**config.mk**
```make
export PLATFORM = sky130hd
export DESIGN_NAME = mem_arbiter
export DESIGN_NICKNAME = d
export VERILOG_FILES = /design/src/rtl/mem_arbiter.sv
export SDC_FILE = /design/constraint.sdc
export NUM_CORES = 1
export LEC_CHECK = 0
export CAP_MARGIN = 20
export CELL_PAD_IN_SITES_DETAIL_PLACEMENT = 1
export CELL_PAD_IN_SITES_GLOBAL_PLACEMENT = 2
export CORE_AREA = 2 2 156 158
export CTS_CLUSTER_DIAMETER = 60
export CTS_CLUSTER_SIZE = 10
export DETAILED_ROUTE_END_ITERATION = 8
export DIE_AREA = 0 0 158 160
export PLACE_DENSITY_LB_ADDON = 0.15
export SETUP_SLACK_MARGIN = 0.15
export SLEW_MARGIN = 20
export SYNTH_ARGS = -nofsm -noshare
export SYNTH_HDL_FRONTEND = slang
export SYNTH_SLANG_ARGS = --single-unit
```
**constraint.sdc**
```tcl
create_clock -name clk -period 2.3 [get_ports clk]
set_input_delay 0.23 -clock clk [delete_from_list [all_inputs] [get_ports clk]]
set_output_delay 0.23 -clock clk [all_outputs]
set_load 0.05 [all_outputs]
```
**src/rtl/mem_arbiter.sv**
```systemverilog
// mem_arbiter: shares one single-port memory between the instruction fetch
// stage and the MEM (load/store) stage of a pipeline.
//
// Data requests normally win over fetches. If the last completed grant went to
// DATA and a fetch is pending, the fetch wins instead, so neither side can be
// starved. Every access is registered: the address, store data and write enable
// are latched on the grant edge and held stable until mem_ready. A wait counter
// bounds each access. When it reaches TIMEOUT the arbiter locks into a terminal
// error state, and only reset clears that state.
//
// Ports
//   clk, rst_n           clock, asynchronous active-low reset
//   if_req, if_addr      fetch request and PC
//   MemRd, MemWr         MEM stage load / store request (both high = store)
//   d_addr, d_wdata      load/store address and store data
//   mem_ready, mem_rdata memory completion strobe and read data
//   mem_req, mem_we      registered memory request / write enable
//   mem_addr, mem_wdata  registered memory address / store data
//   if_inst, d_rdata     captured instruction / load data
//   if_done, d_done      one-cycle completion pulses
//   if_stall, d_stall    combinational stalls to IF / MEM
//   bus_err              sticky timeout flag
module mem_arbiter #(
    parameter int unsigned TIMEOUT = 255,
    parameter int unsigned AW      = 32
) (
    input  logic          clk,
    input  logic          rst_n,
    input  logic          if_req,
    input  logic [AW-1:0] if_addr,
    input  logic          MemRd,
    input  logic          MemWr,
    input  logic [AW-1:0] d_addr,
    input  logic [AW-1:0] d_wdata,
    input  logic          mem_ready,
    input  logic [AW-1:0] mem_rdata,
    output logic          mem_req,
    output logic          mem_we,
    output logic [AW-1:0] mem_addr,
    output logic [AW-1:0] mem_wdata,
    output logic [AW-1:0] if_inst,
    output logic [AW-1:0] d_rdata,
    output logic          if_done,
    output logic          d_done,
    output logic          if_stall,
    output logic          d_stall,
    output logic          bus_err
);

    // The wait counter is at least 8 bits wide and grows if TIMEOUT needs more.
    localparam int unsigned CW = ($clog2(TIMEOUT + 1) > 8) ? $clog2(TIMEOUT + 1) : 8;
    localparam logic [CW-1:0] LastWait = CW'(TIMEOUT - 1);

    typedef enum logic [1:0] {
        StIdle,
        StData,
        StInst,
        StErr
    } state_e;

    state_e          state_q, state_d;
    logic            mem_req_q, mem_req_d;
    logic            mem_we_q, mem_we_d;
    logic [AW-1:0]   mem_addr_q, mem_addr_d;
    logic [AW-1:0]   mem_wdata_q, mem_wdata_d;
    logic [AW-1:0]   if_inst_q, if_inst_d;
    logic [AW-1:0]   d_rdata_q, d_rdata_d;
    logic            if_done_q, if_done_d;
    logic            d_done_q, d_done_d;
    logic            bus_err_q, bus_err_d;
    logic [CW-1:0]   cnt_q, cnt_d;
    logic            last_data_q, last_data_d;  // last completed grant was DATA

    logic data_req;
    assign data_req = MemRd | MemWr;

    always_ff @(posedge clk or negedge rst_n) begin
        if (!rst_n) begin
            state_q     <= StIdle;
            mem_req_q   <= 1'b0;
            mem_we_q    <= 1'b0;
            mem_addr_q  <= '0;
            mem_wdata_q <= '0;
            if_inst_q   <= '0;
            d_rdata_q   <= '0;
            if_done_q   <= 1'b0;
            d_done_q    <= 1'b0;
            bus_err_q   <= 1'b0;
            cnt_q       <= '0;
            last_data_q <= 1'b0;
        end else begin
            state_q     <= state_d;
            mem_req_q   <= mem_req_d;
            mem_we_q    <= mem_we_d;
            mem_addr_q  <= mem_addr_d;
            mem_wdata_q <= mem_wdata_d;
            if_inst_q   <= if_inst_d;
            d_rdata_q   <= d_rdata_d;
            if_done_q   <= if_done_d;
            d_done_q    <= d_done_d;
            bus_err_q   <= bus_err_d;
            cnt_q       <= cnt_d;
            last_data_q <= last_data_d;
        end
    end

    always_comb begin
        state_d     = state_q;
        mem_req_d   = mem_req_q;
        mem_we_d    = mem_we_q;
        mem_addr_d  = mem_addr_q;
        mem_wdata_d = mem_wdata_q;
        if_inst_d   = if_inst_q;
        d_rdata_d   = d_rdata_q;
        if_done_d   = 1'b0;
        d_done_d    = 1'b0;
        bus_err_d   = bus_err_q;
        cnt_d       = cnt_q;
        last_data_d = last_data_q;

        case (state_q)
            StIdle: begin
                // mem_ready is ignored here.
                if (data_req && !(last_data_q && if_req)) begin
                    state_d     = StData;
                    mem_req_d   = 1'b1;
                    mem_we_d    = MemWr;  // MemRd & MemWr together acts as a store
                    mem_addr_d  = d_addr;
                    mem_wdata_d = d_wdata;
                    cnt_d       = '0;
                end else if (if_req) begin
                    // A fetch keeps the previous mem_wdata.
                    state_d    = StInst;
                    mem_req_d  = 1'b1;
                    mem_we_d   = 1'b0;
                    mem_addr_d = if_addr;
                    cnt_d      = '0;
                end
            end
            StData, StInst: begin
                if (mem_ready) begin
                    state_d   = StIdle;
                    mem_req_d = 1'b0;
                    if (state_q == StData) begin
                        d_done_d    = 1'b1;
                        last_data_d = 1'b1;
                        if (!mem_we_q) begin
                            d_rdata_d = mem_rdata;
                        end
                    end else begin
                        if_done_d   = 1'b1;
                        last_data_d = 1'b0;
                        if_inst_d   = mem_rdata;
                    end
                end else begin
                    cnt_d = cnt_q + CW'(1);
                    if (cnt_q == LastWait) begin
                        state_d   = StErr;
                        mem_req_d = 1'b0;
                        bus_err_d = 1'b1;
                    end
                end
            end
            StErr: begin
                // Terminal state. Only reset leaves it.
            end
            default: begin
                state_d = StIdle;
            end
        endcase
    end

    assign mem_req   = mem_req_q;
    assign mem_we    = mem_we_q;
    assign mem_addr  = mem_addr_q;
    assign mem_wdata = mem_wdata_q;
    assign if_inst   = if_inst_q;
    assign d_rdata   = d_rdata_q;
    assign if_done   = if_done_q;
    assign d_done    = d_done_q;
    assign bus_err   = bus_err_q;

    // Both stages are held for good once the bus has timed out.
    assign d_stall  = (data_req & ~d_done_q) | (state_q == StErr);
    assign if_stall = (if_req & ~if_done_q) | (state_q == StErr);

endmodule

```
Word-level counts from Yosys, hierarchy flattened
Cells that the tools add are included.

word-level totals
  output and inout bits = 135
  register bits = 144
  logic and storage cells = 69

cells by class
  multiplexer cells = 24
  bitwise operators = 10
  equal/unequal tests = 7
  reductions and logical operators = 15
  add/sub/neg operators = 1

operators by type and width
  operator             number
  $mux 32              2
  $mux 8               3
  $pmux 8 s2           1
  $mux 1               12
  $reduce_and 3->1     4
  $add 8x1->8 const B  1
  $eq 8x8->1 const B   1
  $mux 2               4
  $ne 3x3->1 const B   2
  $reduce_and 2->1     3
  $not 1->1            5
  $eq 2x2->1 const B   2
  $pmux 2 s2           1
  $reduce_and 4->1     1
  $reduce_bool 2->1    2
  $or 1x1->1           3
  $and 1x1->1          2
  $eq 2x1->1 const B   1
  $logic_and 1x1->1    2
  $logic_not 2->1      1
  $ne 2x2->1 const B   1
  $pmux 1 s2           1
  $reduce_or 2->1      1
  $logic_not 1->1      1

Logic depth before layout (Yosys ltp)
Gate-level depths: netlist of run 1.

  depth after elaboration = 5
  gate-level depth with buffers = 8
  depth with buffers taken out = 6

Least setup slack after synthesis of run 1
Ideal clock, no wire load.

  kind = reg2reg
  start = reg state_q[1]
  end = reg cnt_q[6]
  data required time = 2176 ps
  period minus slack after synthesis = 1813 ps
  setup time = 124 ps
  arrival time = 1689 ps
  setup slack = 487 ps
  cell stages (with the launch flop) = 9
  path through = dfrtp_1 inv_1 ha_1 buf_4 or4b_4 o21ai_2 buf_6 nor4_1 a211o_1

between the ends
  longest elaborated chain between the ends = 4

ends and longest elaborated chain
  what                                                                     line  source
  from (decl)                                                              61    state_e state_q, state_d;
  from (signal assigned)                                                   79    state_q <= StIdle;
  from (signal assigned)                                                   92    state_q <= state_d;
  $eq 2x1->1 / $eq 2x2->1 (equally long branches)                          121   case (state_q)
  $reduce_or 2->1                                                          121
  $ne 2x2->1 (no source line) / $reduce_bool 2->1 (equally long branches)  n/a
  $reduce_and 3->1 (no source line)                                        n/a
  to (signal assigned)                                                     102   cnt_q <= cnt_d;
  to (decl)                                                                71    logic [CW-1:0] cnt_q, cnt_d;

Several ways; a longest one is shown, not always the timed one.
A chain may end at the register's enable or synchronous reset.

Final worst setup path of run 1
  start = reg state_q[0]
  end = reg cnt_q[7]

Same word-level chain as after synthesis.

==> flow_summary_export.csv, run 1 <==
group,metric,value,unit
critical_path,rr_worst_depth,6,
timing,tightest_slew,553,ps
timing,slew-limit-headroom,63.1,%
die,core,0.0238,sq mm
die,start_util,25.3,%
pwr,leakagePower,4.16,nW
clocking,clock-root-buffer,"clkbuf_16",
critical_path,crit_slowest_cell,"dfrtp_1",
finish,area_delta_synth_final,62.0,%
timing,setup_tns,0,ps
global_routing,track_usage,14.4,%
critical_path,critical_path_class,"flip-flop to flip-flop",
global_routing,grt_max_degree,66,
timing,rsz0062_at_grt,"no",
synthesis,synth_nets,585,
finish,drive_above_1_share,17.6,%
global_routing,grt_pass1_vias,5152,
drt,dr.pass1.iters,4,
critical_path,r2r_start,"state_q[0]",
synthesis,synth_seq_area_share,59.8,%
critical_path,critPathMaxStageDelay,430,ps
timing,setup_viol,0,
synthesis,syn_area_per_cell,13.5,sq um
critical_path,path_common_cell,"inv_1",
die,fp.dieArea,0.0253,sq mm
clocking,cts_max_level,4,
placed_design,port_buffers,268,
clocking,cts.path.max_buffers,2,
synthesis,yosys.area.top_type,"dfrtp_1",
die,die-height,160,microns
synthesis,synth.cell_area,0.00602,sq mm
synthesis,synth_enable_flop_cells,0,
placed_design,routabilityCongestion,0.712,
timing,fmax,504,MHz
placed_design,post-dp-hpwl,13.1,mm
critical_path,crit_family,"compound AO/OA/AOI/OAI gates",
die,num_io_pins,269,
timing,period_needed,1980,ps
synthesis,synth_warnings,0,
drt,detail_route.vias_per_cell,4.30,
synthesis,syn_inst,445,
critical_path,cp-startpoint,"state_q[0]",
die,die_w,158,microns
run_status,outcome,"finished, final reports clean",
drt,drcViolationCount,0,
critical_path,crit_fanout,9,
critical_path,path_buf_inv,2,
clocking,cts_tree,"done",
synthesis,synth_top_flop_cell,"dfrtp_1",
global_routing,grt-ovfl-total,0,
die,placementRows,57,
clocking,numCtsBuffers,17,
flow_run,drv_cap,0,
critical_path,cp.arrival,2330,ps
critical_path,path_cells,"inv_1 > ha_2 > inv_1 > or3_1 > o41ai_1 > a21o_2",
synthesis,synth-seq-cells,144,
synthesis,yosysUniqueCellTypes,45,
drt,ant_nets,0,
drt,drtIter0Drc,110,
timing,maxSlewViolCount,0,
timing,post-route-period-util,86.2,%
pwr,ir_drop,0.000711,V
critical_path,required,2650,ps
critical_path,crit_path_end_kind,"flip-flop",
drt,routed_wl,17.8,mm
synthesis,synth_area_leaders,"dfrtp_1 (60%), mux2_2 (13%), mux2i_1 (5.7%)",
global_routing,grt_pass1_wl,28.3,mm
critical_path,cp-start-kind,"flip-flop",
synthesis,ys_async_sr_fraction,100,%
pwr,cellPowerDensity,1760,mW/mm^2
timing,clock_skew,9.57,ps
drt,wire_per_inst,16.8,microns
clocking,clock_sinks,144,
drt,vias,4562,
clocking,insertion_delay,410,ps
critical_path,cp.depth,6,
timing,hold_ws,330,ps
timing,finalHoldViolations,0,
hold_path,holdCritPathClass,"input port to asynchronous set/reset pin",
synthesis,synth_top_area_share,59.8,%
finish,nNetsFinal,862,
clocking,cts.clk_slew.worst_paths,60,ps
global_routing,antenna_found_initial,1,
-- cells in the mapped netlist, types with 2 or more instances --
library cell,instances
and2_1,2
buf_4,6
mux2i_1,34
or3_1,2
o311ai_0,2
o21ai_0,34
nor3_1,3
inv_1,6
nand2b_1,2
a21o_1,2
buf_2,15
mux2_1,30
dfrtp_1,144
nor2_1,6
nand4_1,3
a21o_2,2
buf_6,2
nand3_1,4
nand2_1,41
a21oi_1,6
a31oi_1,2
mux2_2,67
ha_1,6
o41ai_1,2
clkbuf_1,2
-- power by group --
part / internal, mW / total (mW) / switching [mW]
Combinational: 3.66 / 10.0 / 6.34
Sequential: 3.79 / 4.47 / 0.683
Clock: 1.54 / 2.69 / 1.15
-- metrics by stage --
step	worst slack (ps)	power, mW	instance area, sq um	std cells	util (%)
2_1_floorplan	487	11.0	6020	445	-
3_3_place_gp	281	14.4	9170	1026	38.5
3_5_place_dp	251	14.7	9170	1026	38.5
4_1_cts	236	17.4	9750	1059	40.9
5_1_grt	188	18.1	9750	1059	40.9
6_report	317	17.2	9760	1060	41.0
-- final timing paths --
| kind | endpoint | slack [ps] |
|---|---|---|
| setup / recovery | cnt_q[7] | 320 |
| hold / removal | mem_wdata[4] | 330 |
| setup reg to reg | cnt_q[7] | 320 |
| hold reg to reg | mem_addr[0] | 470 |
| max in group asynchronous | mem_wdata[7] | 1260 |
| min in group clk | mem_wdata[2] | 410 |
-- cell type report --
cell class,instances,area [sq um]
Sequential cell,144,3600
Inverter,6,22.5
Clock inverter,13,129
Timing Repair Buffer,283,2890
Tap cell,324,405
Fill cell,2545,14100
Antenna cell,1,2.50
Multi-Input combinational cell,270,2260
Clock buffer,19,443
-- kinds of logic after synthesis --
logic type	count (synthesis)	share of synthesized area [%]
DFF	144	59.8
muxes	131	23.8
and+or+nand+nor	73	5.82
AOI/OAI and AO/OA	60	6.46
buffers and inverters	31	2.87
adders and majority gates	6	1.25
-- repair_timing --
action | CTS | global route
gates resized for setup | 0 | 1
endpoints found under the setup margin | 0 | 3
hold endpoints to repair | 46 | 0
hold buffers | 1 | 0
buffers inserted | 0 | 0
-- registers in the layout (all words and copies together), names as in the netlist, 2 cells and up --
name	flops
d_rdata	32
if_inst	32
mem_addr	32
mem_wdata	32
cnt_q	8
state_q	2
-- layer usage --
layer  routed length [microns]  up-vias  track usage, %
li1                          -     2127               -
met4                       227        0            4.38
met1                      7160     2264            16.8
met2                      9180      156            24.9
met3                      1230       15            4.83
met5                         0        -               0
-- layout by cell type (no fill, tap or decap), types with 8 or more instances in the layout --
| cell type | n |
|---|---|
| clkbuf_16 | 17 |
| mux2i_1 | 34 |
| clkdlybuf4s50_1 | 265 |
| buf_12 | 8 |
| o21ai_0 | 34 |
| nand2_1 | 41 |
| buf_4 | 8 |
| mux2_2 | 67 |
| dfrtp_1 | 144 |
| mux2_1 | 30 |
Note: power is estimated with default switching activity, not from simulation.
==> run 2: changes to the inputs <==
--- a/config.mk
+++ b/config.mk
@@ -9,6 +9,7 @@
 export CELL_PAD_IN_SITES_DETAIL_PLACEMENT = 1
 export CELL_PAD_IN_SITES_GLOBAL_PLACEMENT = 2
 export CORE_AREA = 2 2 156 158
+export CTS_BUF_LIST = sky130_fd_sc_hd__clkbuf_16
 export CTS_CLUSTER_DIAMETER = 60
 export CTS_CLUSTER_SIZE = 10
 export DETAILED_ROUTE_END_ITERATION = 8
==> flow_summary_export.csv, run 2 (synthesized netlist as in run 1, its figures left out) <==
group,metric,value,unit
clocking,insertion_delay,410,ps
global_routing,grt_max_degree,66,
timing,rsz0062_at_grt,"no",
die,num_io_pins,269,
timing,slew-limit-headroom,63.1,%
timing,maxSlewViolCount,0,
critical_path,critical_path_class,"flip-flop to flip-flop",
global_routing,grt_pass1_vias,5156,
timing,period_needed,1980,ps
die,start_util,25.3,%
finish,final_common_cell,"clkdlybuf4s50_1",
drt,drcViolationCount,0,
clocking,clock-root-buffer,"clkbuf_16",
timing,post-route-period-util,86.2,%
critical_path,cp.arrival,2330,ps
timing,setup_tns,0,ps
finish,fillers,2547,
critical_path,crit_fanout,9,
critical_path,crit_slowest_cell,"dfrtp_1",
clocking,cts.clk_slew.worst_paths,60,ps
critical_path,critPathMaxStageDelay,430,ps
placed_design,post-dp-hpwl,13.1,mm
run_status,outcome,"finished, final reports clean",
pwr,leakagePower,4.16,nW
critical_path,crit_path_end_kind,"flip-flop",
critical_path,path_cells,"inv_1 > ha_2 > inv_1 > or3_1 > o41ai_1 > a21o_2",
pwr,ir_drop,0.000711,V
critical_path,path_buf_inv,2,
die,die-height,160,microns
finish,area_delta_synth_final,61.8,%
timing,clock_skew,8.16,ps
drt,routed_wl,17.8,mm
drt,drtIter0Drc,110,
finish,final_cell_mix,"clkdlybuf4s50_1 (265), dfrtp_1 (144), mux2_2 (67)",
die,fp.dieArea,0.0253,sq mm
clocking,numCtsBuffers,17,
placed_design,place_area,0.00917,sq mm
finish,multiInputGateArea,0.00226,sq mm
finish,nNetsFinal,862,
die,placementRows,57,
drt,vias,4566,
critical_path,path_common_cell,"inv_1",
critical_path,cp-start-kind,"flip-flop",
timing,fmax,504,MHz
global_routing,grt-ovfl-total,0,
clocking,cts_tree,"done",
critical_path,crit_family,"compound AO/OA/AOI/OAI gates",
timing,tightest_slew,553,ps
finish,seqCellArea,0.00360,sq mm
finish,fin_area,0.00975,sq mm
drt,detail_route.vias_per_cell,4.31,
drt,ant_nets,0,
timing,finalHoldViolations,0,
clocking,clock_sinks,144,
critical_path,r2r_end,"cnt_q[7]",
clocking,cts.path.max_buffers,2,
global_routing,grt_pass1_wl,28.3,mm
flow_run,drv_cap,0,
clocking,post_cts_buffers,0,
global_routing,antenna_found_initial,1,
die,core,0.0238,sq mm
critical_path,required,2650,ps
critical_path,rr_worst_depth,6,
timing,setup_viol,0,
finish,drive_above_1_share,17.4,%
pwr,cellPowerDensity,1760,mW/mm^2
global_routing,track_usage,14.4,%
clocking,cts_max_level,4,
drt,wire_per_inst,16.8,microns
die,die_w,158,microns
hold_path,holdCritPathClass,"input port to asynchronous set/reset pin",
drt,dr.pass1.iters,4,
critical_path,r2r_start,"state_q[0]",
critical_path,r2r_slack,320,ps
placed_design,routabilityCongestion,0.712,
placed_design,port_buffers,268,
==> run 2: what timing repair did <==
action                                  in CTS  in global routing
gates resized for setup                      0                  1
endpoints found under the setup margin       0                  3
hold buffers                                 1                  0
endpoints found under the hold margin       46                  0
==> run 2: through the flow <==
stage	hold slack (ps)	util, %	power, mW	setup WS (ps)	cells
final	330	40.9	17.1	317	1060
after global placement	215	38.5	14.4	281	1026
after floorplan	-65.6	-	11.0	487	445
after detailed placement	216	38.5	14.7	251	1026
after CTS	344	40.9	17.4	236	1059
after global routing	355	40.9	18.1	188	1059
==> run 2: cell type report <==
| class | instances | area share, % |
|---|---|---|
| diodes | 1 | 0.0257 |
| clock buffers | 17 | 4.36 |
| clock inverters | 15 | 1.40 |
| inverters | 6 | 0.231 |
| multi-input cells | 270 | 23.2 |
| flip-flops and latches | 144 | 37.0 |
| well taps | 324 | 4.16 |
| repair buffers | 283 | 29.7 |
==> run 2: how the worst max path moves through the flow <==
stage | start | endpoint | slack (ps) | depth (start not counted)
after detailed placement | state_q[0] | cnt_q[7] | 250 | 6
after global routing | state_q[0] | cnt_q[7] | 190 | 6
after floorplan | state_q[1] | cnt_q[6] | 490 | 8
final | state_q[0] | cnt_q[7] | 320 | 6
after global placement | MemRd | cnt_q[6] | 280 | 5
after CTS | state_q[0] | cnt_q[7] | 240 | 6
==> run 2: per-layer routing <==
metal	vias up	track usage (%)	routed length (microns)	part of all wire, %
met4	0	4.38	227	1.3
met5	-	0	0	0
met3	15	4.83	1230	6.9
met1	2268	16.8	7150	40
li1	2127	-	-	-
met2	156	24.9	9190	52
==> run 2: power by group <==
part,internal (mW),switching (mW)
Clock,1.50,1.15
Sequential,3.79,0.683
Combinational,3.66,6.34
